`src/rtl/spi_slave_if.sv`:
```
// Parallel tx/rx handshake between host logic and spi_slave.
// The slave modport is the spi_slave side; master is the host side.
interface spi_slave_if;
  logic [7:0] tx_data;
  logic       tx_valid;
  logic       tx_ready;
  logic [7:0] rx_data;
  logic       rx_valid;

  modport master (output tx_data, tx_valid, input tx_ready, rx_data, rx_valid);
  modport slave  (input tx_data, tx_valid, output tx_ready, rx_data, rx_valid);
endinterface

```
`src/rtl/spi_slave.sv`:
```
// SPI slave, all four CPOL/CPHA modes, pins oversampled on clk, one-deep tx holding register.
// Optional sticky tx_underrun flag is built when SPI_SLAVE_ERR_EN is defined.
module spi_slave #(
  parameter int         SYNC_STAGES = 2,
  parameter logic [7:0] IDLE_FILL   = 8'h00
) (
  input  logic       clk,
  input  logic       rst_n,
  input  logic       CPOL,
  input  logic       CPHA,
  spi_slave_if.slave bus,
  output logic       busy,
  input  logic       err_clr,
  output logic       tx_underrun,
  input  logic       SCLK,
  input  logic       MOSI,
  input  logic       SS_n,
  output logic       MISO,
  output logic       MISO_oe
);
  typedef enum logic {IDLE, ACTIVE} state_t;

  state_t                 state;
  logic [SYNC_STAGES-1:0] sclk_sync, mosi_sync, ss_sync;
  logic                   sclk_d;
  logic                   sclk_s, mosi_s, ss_s;
  logic                   rise, fall, lead_ev, trail_ev, sample_ev, shift_ev;
  logic                   cpol_q, cpha_q;
  logic [2:0]             bit_cnt;
  logic                   byte_done;
  logic [7:0]             rx_shift, tx_shift, hold_data, load_byte;
  logic                   hold_full;
  logic                   in_frame, frame_start, load, tx_write;

  always_ff @(posedge clk or negedge rst_n) begin
    if (!rst_n) begin
      sclk_sync <= '0;
      mosi_sync <= '0;
      ss_sync   <= '1;
      sclk_d    <= 1'b0;
    end else begin
      sclk_sync <= {sclk_sync[SYNC_STAGES-2:0], SCLK};
      mosi_sync <= {mosi_sync[SYNC_STAGES-2:0], MOSI};
      ss_sync   <= {ss_sync[SYNC_STAGES-2:0], SS_n};
      sclk_d    <= sclk_s;
    end
  end

  assign sclk_s    = sclk_sync[SYNC_STAGES-1];
  assign mosi_s    = mosi_sync[SYNC_STAGES-1];
  assign ss_s      = ss_sync[SYNC_STAGES-1];
  assign rise      = sclk_s & ~sclk_d;
  assign fall      = ~sclk_s & sclk_d;
  assign lead_ev   = cpol_q ? fall : rise;
  assign trail_ev  = cpol_q ? rise : fall;
  assign sample_ev = cpha_q ? trail_ev : lead_ev;
  assign shift_ev  = cpha_q ? lead_ev : trail_ev;

  assign in_frame    = (state == ACTIVE) && !ss_s;
  assign frame_start = (state == IDLE) && !ss_s;
  // A shift edge at bit 0 only reloads once a byte has finished; in CPHA=1 the
  // very first leading edge lands here too and must leave the preloaded byte alone.
  assign load      = frame_start || (in_frame && shift_ev && (bit_cnt == 3'd0) && byte_done);
  assign load_byte = hold_full ? hold_data : IDLE_FILL;
  assign tx_write  = bus.tx_valid && !hold_full;

  assign bus.tx_ready = !hold_full;
  assign busy         = !ss_s;
  assign MISO_oe      = busy;
  assign MISO         = tx_shift[7];

  always_ff @(posedge clk or negedge rst_n) begin
    if (!rst_n) begin
      state        <= IDLE;
      cpol_q       <= 1'b0;
      cpha_q       <= 1'b0;
      bit_cnt      <= 3'd0;
      byte_done    <= 1'b0;
      rx_shift     <= 8'h00;
      tx_shift     <= 8'h00;
      hold_data    <= 8'h00;
      hold_full    <= 1'b0;
      bus.rx_data  <= 8'h00;
      bus.rx_valid <= 1'b0;
    end else begin
      bus.rx_valid <= 1'b0;
      // Load and write are exclusive on hold_full, so a same-cycle write stays queued.
      if (load) begin
        tx_shift  <= load_byte;
        hold_full <= 1'b0;
      end
      if (tx_write) begin
        hold_data <= bus.tx_data;
        hold_full <= 1'b1;
      end
      case (state)
        IDLE: begin
          if (!ss_s) begin
            state     <= ACTIVE;
            cpol_q    <= CPOL;
            cpha_q    <= CPHA;
            bit_cnt   <= 3'd0;
            byte_done <= 1'b0;
          end
        end
        ACTIVE: begin
          if (ss_s) begin
            state <= IDLE;
          end else begin
            if (sample_ev) begin
              rx_shift <= {rx_shift[6:0], mosi_s};
              bit_cnt  <= bit_cnt + 3'd1;
              if (bit_cnt == 3'd7) begin
                bus.rx_data  <= {rx_shift[6:0], mosi_s};
                bus.rx_valid <= 1'b1;
                byte_done    <= 1'b1;
              end
            end
            if (shift_ev && (bit_cnt != 3'd0))
              tx_shift <= {tx_shift[6:0], 1'b0};
          end
        end
        default: state <= IDLE;
      endcase
    end
  end

`ifdef SPI_SLAVE_ERR_EN
  always_ff @(posedge clk or negedge rst_n) begin
    if (!rst_n)
      tx_underrun <= 1'b0;
    else if (load && !hold_full)
      tx_underrun <= 1'b1;
    else if (err_clr)
      tx_underrun <= 1'b0;
  end
`else
  logic unused_err_clr;
  assign unused_err_clr = err_clr;
  assign tx_underrun    = 1'b0;
`endif
endmodule

```
`src/flat_wrapper.sv`:
```
// flat-port wrapper written by rule: the top's interface ports become plain ports
module spi_slave_flat 
#(
  parameter int         SYNC_STAGES = 2,
  parameter logic [7:0] IDLE_FILL   = 8'h00
)
  (clk, rst_n, CPOL, CPHA, busy, err_clr, tx_underrun, SCLK, MOSI, SS_n, MISO, MISO_oe, bus_tx_data, bus_tx_valid, bus_tx_ready, bus_rx_data, bus_rx_valid);
  spi_slave_if bus_i ();
  input  logic clk;
  input  logic rst_n;
  input  logic CPOL;
  input  logic CPHA;
  output logic busy;
  input  logic err_clr;
  output logic tx_underrun;
  input  logic SCLK;
  input  logic MOSI;
  input  logic SS_n;
  output logic MISO;
  output logic MISO_oe;
  input wire logic [$bits(bus_i.tx_data)-1:0] bus_tx_data;
  input wire logic [$bits(bus_i.tx_valid)-1:0] bus_tx_valid;
  output wire logic [$bits(bus_i.tx_ready)-1:0] bus_tx_ready;
  output wire logic [$bits(bus_i.rx_data)-1:0] bus_rx_data;
  output wire logic [$bits(bus_i.rx_valid)-1:0] bus_rx_valid;
  assign bus_i.tx_data = bus_tx_data;
  assign bus_i.tx_valid = bus_tx_valid;
  assign bus_tx_ready = bus_i.tx_ready;
  assign bus_rx_data = bus_i.rx_data;
  assign bus_rx_valid = bus_i.rx_valid;
  spi_slave #(.SYNC_STAGES(SYNC_STAGES), .IDLE_FILL(IDLE_FILL)) u_core (.clk(clk), .rst_n(rst_n), .CPOL(CPOL), .CPHA(CPHA), .bus(bus_i), .busy(busy), .err_clr(err_clr), .tx_underrun(tx_underrun), .SCLK(SCLK), .MOSI(MOSI), .SS_n(SS_n), .MISO(MISO), .MISO_oe(MISO_oe));
endmodule
```
`config.mk`:
```
export PLATFORM = sky130hd
export DESIGN_NAME = spi_slave_flat
export DESIGN_NICKNAME = d
export VERILOG_FILES = /design/src/rtl/spi_slave_if.sv /design/src/rtl/spi_slave.sv /design/src/flat_wrapper.sv
export SDC_FILE = /design/constraint.sdc
export NUM_CORES = 1
export LEC_CHECK = 0
export CORE_UTILIZATION = 43
export DETAILED_ROUTE_END_ITERATION = 16
export HOLD_SLACK_MARGIN = 0.03
export PLACE_DENSITY = 0.65
export SLEW_MARGIN = 0
export SYNTH_ARGS = -nofsm -noshare
export SYNTH_HDL_FRONTEND = slang
export SYNTH_SLANG_ARGS = --single-unit
export TNS_END_PERCENT = 20
```
`constraint.sdc`:
```
create_clock -name clk -period 2.65 [get_ports clk]
set_clock_uncertainty 0.15 [all_clocks]
set_input_delay 0.265 -clock clk [delete_from_list [all_inputs] [get_ports clk]]
set_output_delay 0.265 -clock clk [all_outputs]
set_load 0.05 [all_outputs]
```
==> flow_summary.json, run 1 <==
{
  "status": "finished clean",
  "pin_count": 31,
  "area_delta_synth_final_pct": 18.9,
  "clock_path_buffers": 2,
  "grt_max_degree": 48,
  "pre_cts_ws_ns": 0.510,
  "ir_drop_mv": 0.400,
  "n_antenna_cell": 0,
  "grt_util_all_layers": 0.168,
  "die_x_um": 73.1,
  "reg2reg_depth": 4,
  "cts-root-buf": "clkbuf_8",
  "synth_cell_type_count": 34,
  "cts-htree-levels": 2,
  "clock_latency_ns": 0.30,
  "grt_first_pass_wirelength_um": 6840,
  "powerDensity_nw_per_um2": 725,
  "antenna_found_initial": 0,
  "grt_overflow_total": 0,
  "nets": 226,
  "setup_ws_ns": 0.409,
  "synth.avg_cell_area_um2": 12.1,
  "maxCapViolations": 0,
  "yosysWarnings": 0,
  "die_h_um": 73.1,
  "syn_inst": 180,
  "core-area_um2": 4790,
  "crit_type": "reg2out",
  "syn_nets": 200,
  "ant_nets": 0,
  "drv_slew": 0,
  "layout-drive-gt1-share": 0.198,
  "synth-seq-area-share": 0.543,
  "required_ns": 2.24,
  "arrival_ns": 1.83,
  "initial_utilization": 0.454,
  "grt_pass1_vias": 1425,
  "io_buffers": 28,
  "ys_ff_latch": 47,
  "instances_no_fill": 274,
  "layout_worst_path_cycle_share": 0.846,
  "endpoint_kind": "primary output",
  "die-area_um2": 5340,
  "fin_crit_ns": 2.24,
  "wl_um": 3980,
  "hold_depth": 0,
  "hold_path_class": "reg2reg",
  "setup_viol": 0,
  "relSlewSlack": 0.238,
  "cts_tree": "done",
  "hold_viol_final": 0,
  "startpoint_type": "flop",
  "clk_pin_slew_ns": 0.09,
  "nFillCells": 411,
  "fin_hold_ws_ns": 0.202,
  "dpl.cell_count": 265,
  "critPathMaxFanout": 11,
  "post_cts.repair.setup_buffers": 0,
  "cts.sinks": 47,
  "gp_congestion": 0.787,
  "place_hpwl_um": 2750,
  "max_freq_mhz": 446,
  "vias": 1472,
  "via_per_inst": 5.37,
  "power_leakage_nw": 1.10,
  "drt_iter0_markers": 74,
  "drc_errors": 0,
  "rsz0062_at_grt": "no",
  "syn-cell-area_um2": 2170,
  "rows": 25,
  "tightest_slew_ns": 1.14,
  "fin_tns_setup_ns": 0,
  "wl_per_cell_um": 14.5,
  "cts_buffers": 5,
  "drt_first_pass_iters": 5
}
[flip-flops by register name (all words and copies together) (netlist names), 2 cells and up]
name                flops
u_core.ss_sync          2
u_core.sclk_sync        2
u_core.bit_cnt          3
u_core.mosi_sync        2
u_core.tx_shift         8
u_core.rx_shift         7
u_core.bus.rx_data      8
u_core.hold_data        8
[per-stage QoR]
stage / power (mW) / instance area [um2] / util
finish: 1.87 / 2580 / 0.539
global route: 1.99 / 2580 / 0.539
CTS: 1.89 / 2580 / 0.539
detailed placement: 1.44 / 2480 / 0.517
global placement: 1.41 / 2480 / 0.517
floorplan: 1.31 / 2170 / -
[cells in the mapped netlist (all sizes together)]
library cell,count,share of area
nand3,15,0.035
nor2,3,0.0052
o221ai,2,0.0081
a21oi,1,0.0023
a41oi,7,0.032
mux2i,5,0.025
a31oi,8,0.023
a21o,1,0.0035
ha,3,0.017
or2,2,0.0058
clkbuf,7,0.012
nand3b,2,0.0069
dfstp,2,0.024
dfrtp,45,0.52
xnor2,1,0.0075
conb,1,0.0017
nand2,13,0.022
o211ai,4,0.014
o21ai,1,0.0023
nor2b,4,0.012
nor3,7,0.016
inv,5,0.0086
nand2b,1,0.0029
mux2,24,0.14
buf,5,0.020
and2,2,0.0058
nor3b,9,0.031
[cells in the final DEF (no fill, tap or decap), types with 3 or more instances in the layout]
master           instances
a31oi_1                  8
nand3_1                 15
nor2_1                   3
a41oi_1                  6
dfrtp_1                 45
nor2b_1                  4
clkbuf_8                 6
mux2_4                   8
mux2i_1                  4
clkdlybuf4s50_1         27
nand2_1                 13
o211ai_1                 4
nor3_1                   7
mux2_2                  16
nor3b_1                  9
inv_1                    4
ha_1                     3
[routing by layer]
| layer | vias up | GRT usage | wire [um] |
|---|---|---|---|
| li1 | 695 | - | - |
| met1 | 735 | 0.230 | 1790 |
| met2 | 36 | 0.264 | 1990 |
| met3 | 6 | 0.0387 | 153 |
| met4 | 0 | 0.0523 | 50 |
| met5 | - | 0 | 0 |
[where the power goes]
part | internal, mW | switching, mW
combinational | 0.231 | 0.204
clock | 0.214 | 0.235
sequential | 0.860 | 0.128
total | 1.31 | 0.567
[final timing paths]
kind	from	end	slack, ns
max in group asynchronous	rst_n	u_core.state	1.53
max	u_core.ss_sync[1]	busy	0.41
min reg2reg	u_core.sclk_sync[0]	u_core.sclk_sync[1]	0.20
min	u_core.sclk_sync[0]	u_core.sclk_sync[1]	0.20
min in group asynchronous	rst_n	u_core.bus.rx_data[1]	0.42
max reg2reg	u_core.cpol_q	u_core.tx_shift[4]	0.50
[worst max-delay path, stage by stage (launching register included)]
cell and delay (ns):
dfstp_2 0.64, inv_1 0.16, clkdlybuf4s50_1 0.73
[cells by family (layout without fill, tap and decap cells)]
logic type | count (synthesis) | in the layout | share of synthesized area
simple gates | 58 | 58 | 0.142
fa+ha+maj | 3 | 3 | 0.0173
compound gates | 24 | 24 | 0.0847
other cells | 1 | 1 | 0.00173
flops | 47 | 47 | 0.543
xor+xnor | 1 | 1 | 0.00749
buf+inv | 17 | 44 | 0.0403
mux | 29 | 29 | 0.163
[final cells by class]
class / count / area [um2] / area share
Inverter: 5 / 18.8 / 0.00727
Timing Repair Buffer: 31 / 300 / 0.116
Multi-Input combinational cell: 116 / 905 / 0.350
Clock buffer: 7 / 86.3 / 0.0334
Tap cell: 67 / 83.8 / 0.0325
Clock inverter: 1 / 8.76 / 0.00339
Sequential cell: 47 / 1180 / 0.457
[repair_timing]
item,in CTS,in global routing
gates resized for setup,0,0
hold buffers,1,0
hold endpoints to repair,45,0
setup endpoints to repair,0,0
Power figures use the tool's default switching activity.
==> run 2: changes to the inputs <==
PLACE_DENSITY = 0.68   (was 0.65)
clock period = 1.86 ns   (was 2.65 ns; I/O delays follow)
==> flow_summary.json, run 2 (synthesized netlist as in run 1, its figures left out) <==
{
  "status": "finished clean",
  "clock_path_buffers": 2,
  "relSlewSlack": 0.509,
  "endpoint": "u_core.bus.rx_data[3]",
  "arrival_ns": 1.85,
  "critical_path.startpoint": "u_core.cpha_q",
  "place_hpwl_um": 3330,
  "endpoint_kind": "flop",
  "cts-htree-levels": 2,
  "final_common_cell": "dfrtp_1",
  "wl_um": 4690,
  "wl_per_cell_um": 16.4,
  "crit_type": "reg2reg",
  "ant_nets": 0,
  "powerDensity_nw_per_um2": 1030,
  "area_delta_synth_final_pct": 25.8,
  "power_leakage_nw": 1.18,
  "hold_viol_final": 0,
  "die_h_um": 73.1,
  "ir_drop_mv": 0.646,
  "die-area_um2": 5340,
  "critPathMaxStageDelay_ns": 0.45,
  "max_freq_mhz": 550,
  "maxCapViolations": 0,
  "die_x_um": 73.1,
  "hold_path_class": "in2reg",
  "n_antenna_cell": 0,
  "setup_viol": 0,
  "crit_buf_inv": 1,
  "grt_overflow_total": 0,
  "cts.sinks": 47,
  "required_ns": 1.89,
  "nFillCells": 385,
  "r2r-start": "u_core.cpha_q",
  "drt_iter0_markers": 99,
  "drc_errors": 0,
  "nets": 238,
  "critPathTopFamily": "multiplexers",
  "reg2reg_depth": 5,
  "rsz0062_at_grt": "yes",
  "via_per_inst": 5.48,
  "r2r_slack_ns": 0.04,
  "core-area_um2": 4790,
  "layout-drive-gt1-share": 0.306,
  "cts_tree": "done",
  "post_cts.repair.setup_buffers": 0,
  "stdcell_area_um2": 2730,
  "cts-root-buf": "clkbuf_8",
  "multiInputGateArea_um2": 956,
  "vias": 1566,
  "fin_crit_ns": 1.82,
  "cts_buffers": 5,
  "grt_max_degree": 34,
  "tightest_slew_ns": 0.736,
  "slowest_stage": "dfrtp_2",
  "drt_first_pass_iters": 4,
  "r2r_end": "u_core.bus.rx_data[3]",
  "top_regs": "u_core.bus.rx_data: 8 flops, u_core.hold_data: 8 flops, u_core.tx_shift: 8 flops",
  "worstPathCellList": "xnor2_4, mux2_4, nand3_1, inv_2, mux2_2",
  "initial_utilization": 0.454,
  "seq_area_um2": 1180,
  "placed_area_um2": 2570,
  "layout_worst_path_cycle_share": 0.977,
  "drv_slew": 0,
  "final_cell_mix": "dfrtp_1, clkdlybuf4s50_1, buf_4",
  "grt_util_all_layers": 0.201,
  "pin_count": 31,
  "clock_latency_ns": 0.30,
  "p_total_mw": 2.81,
  "gp_congestion": 0.817,
  "grt_first_pass_wirelength_um": 7880,
  "startpoint_type": "flop",
  "antenna_found_initial": 0,
  "cp.depth": 5,
  "critPathMaxFanout": 7,
  "io_buffers": 28,
  "rows": 25,
  "fin_hold_ws_ns": 0.134,
  "clk_pin_slew_ns": 0.09,
  "grt_pass1_vias": 1624
}
==> run 2: cell types whose count changed in the layout (fill, tap and decap cells not counted), moves of 3 or more <==
cell,change
dfrtp_1,-3
buf_4,+15
clkdlybuf4s50_1,-5
a41oi_2,+3
a41oi_1,-3
dfrtp_2,+3
==> run 2: timing repair <==
item / CTS / global route
hold endpoints to repair: 29 / 0
setup endpoints to repair: 3 / 12
pin swaps: 0 / 0
hold buffers: 1 / 0
resized for setup: 4 / 7
==> run 2: how the worst min path moves through the flow <==
| stage | startpoint | end | slack [ns] | cells past startpoint |
|---|---|---|---|---|
| after floorplan | rst_n | u_core.bit_cnt[0] | -0.26 | 0 |
| after global placement | rst_n | u_core.bus.rx_valid | 0.12 | 1 |
| after detailed placement | rst_n | u_core.mosi_sync[1] | 0.14 | 1 |
| after CTS | SS_n | u_core.ss_sync[0] | 0.12 | 1 |
| after global routing | SS_n | u_core.ss_sync[0] | 0.13 | 1 |
| final | SS_n | u_core.ss_sync[0] | 0.13 | 1 |
==> run 2: worst register-to-register path, delay by kind of cell (launching register included) <==
| family | cells | cell delay [ns] |
|---|---|---|
| simple gates | 1 | 0.16 |
| mux | 2 | 0.63 |
| flops | 1 | 0.45 |
| xor+xnor | 1 | 0.21 |
| buf+inv | 1 | 0.11 |
==> run 2: area by class of cell <==
| class | instances | area share |
|---|---|---|
| Multi-Input combinational cell | 116 | 0.350 |
| Inverter | 5 | 0.00687 |
| Sequential cell | 47 | 0.433 |
| Clock buffer | 7 | 0.0353 |
| Tap cell | 67 | 0.0307 |
| Timing Repair Buffer | 43 | 0.142 |
| Clock inverter | 1 | 0.00275 |
==> run 2: per-layer routing <==
metal  vias up  routed length, um  track usage  part of all wire
met5         -                  0            0                 0
li1        722                  -            -                 -
met1       761               1940        0.244              0.41
met4         0                123       0.0980             0.026
met2        63               2400        0.331              0.51
met3        20                229       0.0539             0.049
==> run 2: power breakdown <==
group	internal [mW]	switching, mW	total, mW
combinational	0.377	0.334	0.710
clock	0.338	0.336	0.674
sequential	1.23	0.197	1.42
==> run 2: metrics by stage <==
stage	utilization	setup TNS [ns]	std cells	setup WS, ns
2_1_floorplan	-	-0.109	180	-0.0155
3_3_place_gp	0.537	0	277	0.0810
3_5_place_dp	0.537	0	277	0.00913
4_1_cts	0.564	0	286	0.00133
5_1_grt	0.571	-0.144	286	-0.0361
6_report	0.571	0	286	0.0433
==> run 3: changes to the inputs <==
PLACE_DENSITY = 0.65   (was 0.68)
SKIP_LAST_GASP = 1   (was unset)
clock period = 2.2 ns   (was 1.86 ns; I/O delays follow)
==> flow_summary.json, run 3 (synthesized netlist as in run 1, its figures left out) <==
{
  "setup_ws_ns": 0.0874,
  "die-area_um2": 5340,
  "crit_type": "reg2reg",
  "powerDensity_nw_per_um2": 868,
  "drv_slew": 0,
  "tightest_slew_ns": 1.13,
  "critPathMaxFanout": 18,
  "grt_pass1_vias": 1533,
  "initial_utilization": 0.454,
  "io_buffers": 28,
  "maxCapViolations": 0,
  "final_common_cell": "dfrtp_1",
  "drt_first_pass_iters": 4,
  "n_antenna_cell": 0,
  "pre_cts_ws_ns": 0.108,
  "cts_buffers": 5,
  "rsz0062_at_grt": "yes",
  "hold_path_class": "in2reg",
  "antenna_found_initial": 0,
  "area_delta_synth_final_pct": 21.3,
  "nFillCells": 412,
  "dpl.cell_count": 270,
  "grt_first_pass_wirelength_um": 6910,
  "required_ns": 2.20,
  "drc_errors": 0,
  "use_met2": 0.276,
  "instances_no_fill": 279,
  "grt_max_degree": 27,
  "clock_path_buffers": 2,
  "core-area_um2": 4790,
  "rows": 25,
  "use_met1": 0.217,
  "fin_crit_ns": 2.11,
  "final_cell_mix": "dfrtp_1, clkdlybuf4s50_1, mux2_2",
  "grt_overflow_total": 0,
  "clk_pin_slew_ns": 0.08,
  "setup_viol": 0,
  "via_per_inst": 5.51,
  "p_total_mw": 2.28,
  "wl_per_cell_um": 14.6,
  "nets": 231,
  "clock_latency_ns": 0.29,
  "power_leakage_nw": 1.14,
  "endpoint_kind": "flop",
  "layout-drive-gt1-share": 0.217,
  "place_hpwl_um": 2960,
  "hold_viol_final": 0,
  "max_freq_mhz": 473,
  "gp_congestion": 0.830,
  "cts-root-buf": "clkbuf_8",
  "status": "finished clean",
  "die_h_um": 73.1,
  "arrival_ns": 2.12,
  "met3_usage": 0.0511,
  "post_cts.repair.setup_buffers": 0,
  "cts-htree-levels": 2,
  "ir_drop_mv": 0.469,
  "cts_tree": "done",
  "ant_nets": 0,
  "grt_util_all_layers": 0.171,
  "die_x_um": 73.1,
  "wl_um": 4080,
  "startpoint_type": "flop",
  "layout_worst_path_cycle_share": 0.960,
  "top_regs": "u_core.bus.rx_data: 8 flops, u_core.hold_data: 8 flops, u_core.tx_shift: 8 flops",
  "cts.sinks": 47,
  "gr-max-usage-layer": "met2",
  "pin_count": 31,
  "fin_hold_ws_ns": 0.190,
  "relSlewSlack": 0.243,
  "vias": 1536,
  "drt_iter0_markers": 84
}
-- run 3: changes by cell type in the layout (fill, tap and decap cells not counted), moves of 3 or more --
| cell | change |
|---|---|
| dfrtp_2 | -3 |
| clkdlybuf4s50_1 | +3 |
| a41oi_1 | +3 |
| buf_4 | -11 |
| dfrtp_1 | +3 |
| a41oi_2 | -3 |
-- run 3: repair_timing --
item | in CTS | in global routing
endpoints found under the setup margin | 2 | 7
hold buffers | 1 | 0
hold endpoints to repair | 19 | 0
gates resized for setup | 1 | 1
-- run 3: where the power goes --
part           switching [mW]  internal, mW
clock network           0.273         0.257
logic                   0.272         0.300
registers               0.145          1.04
total                   0.690          1.59
-- run 3: worst max-delay path, stage by stage, from the launching register on --
cell and delay, ns:
dfrtp_1 0.47, nor2_1 0.90, nor3b_1 0.12, a31oi_1 0.20, a41oi_1 0.14
-- run 3: metrics by stage --
step                      setup TNS [ns]  instance area, um2   util
final                                  0                2630  0.550
after global routing              -0.278                2630  0.550
after CTS                       -0.00457                2630  0.550
after detailed placement               0                2530  0.528
after global placement                 0                2530  0.528
after floorplan                        0                2170      -
-- run 3: layout make-up --
cell class,count,area (um2),share of cell area
multi-input combinational,116,905,0.344
tap,67,83.8,0.0318
sequential,47,1180,0.448
clock inverter,1,8.76,0.00333
inverter,5,18.8,0.00713
clock buffer,7,86.3,0.0328
timing repair buffer,36,352,0.134
-- run 3: layer usage --
metal,vias up,part of all wire
met5,-,0
met4,0,0.014
met3,8,0.044
met2,45,0.48
met1,775,0.46
li1,708,-
-- run 3: worst paths after layout --
kind / depth (start not counted) / slack [ns] / to / from
min reg2reg: 0 / 0.21 / u_core.ss_sync[1] / u_core.ss_sync[0]
max in group asynchronous: 3 / 1.11 / u_core.sclk_sync[0] / rst_n
max: 4 / 0.09 / u_core.tx_shift[2] / u_core.state
max reg2reg: 4 / 0.09 / u_core.tx_shift[2] / u_core.state
min in group asynchronous: 2 / 0.27 / u_core.mosi_sync[0] / rst_n
min: 1 / 0.19 / u_core.ss_sync[0] / SS_n
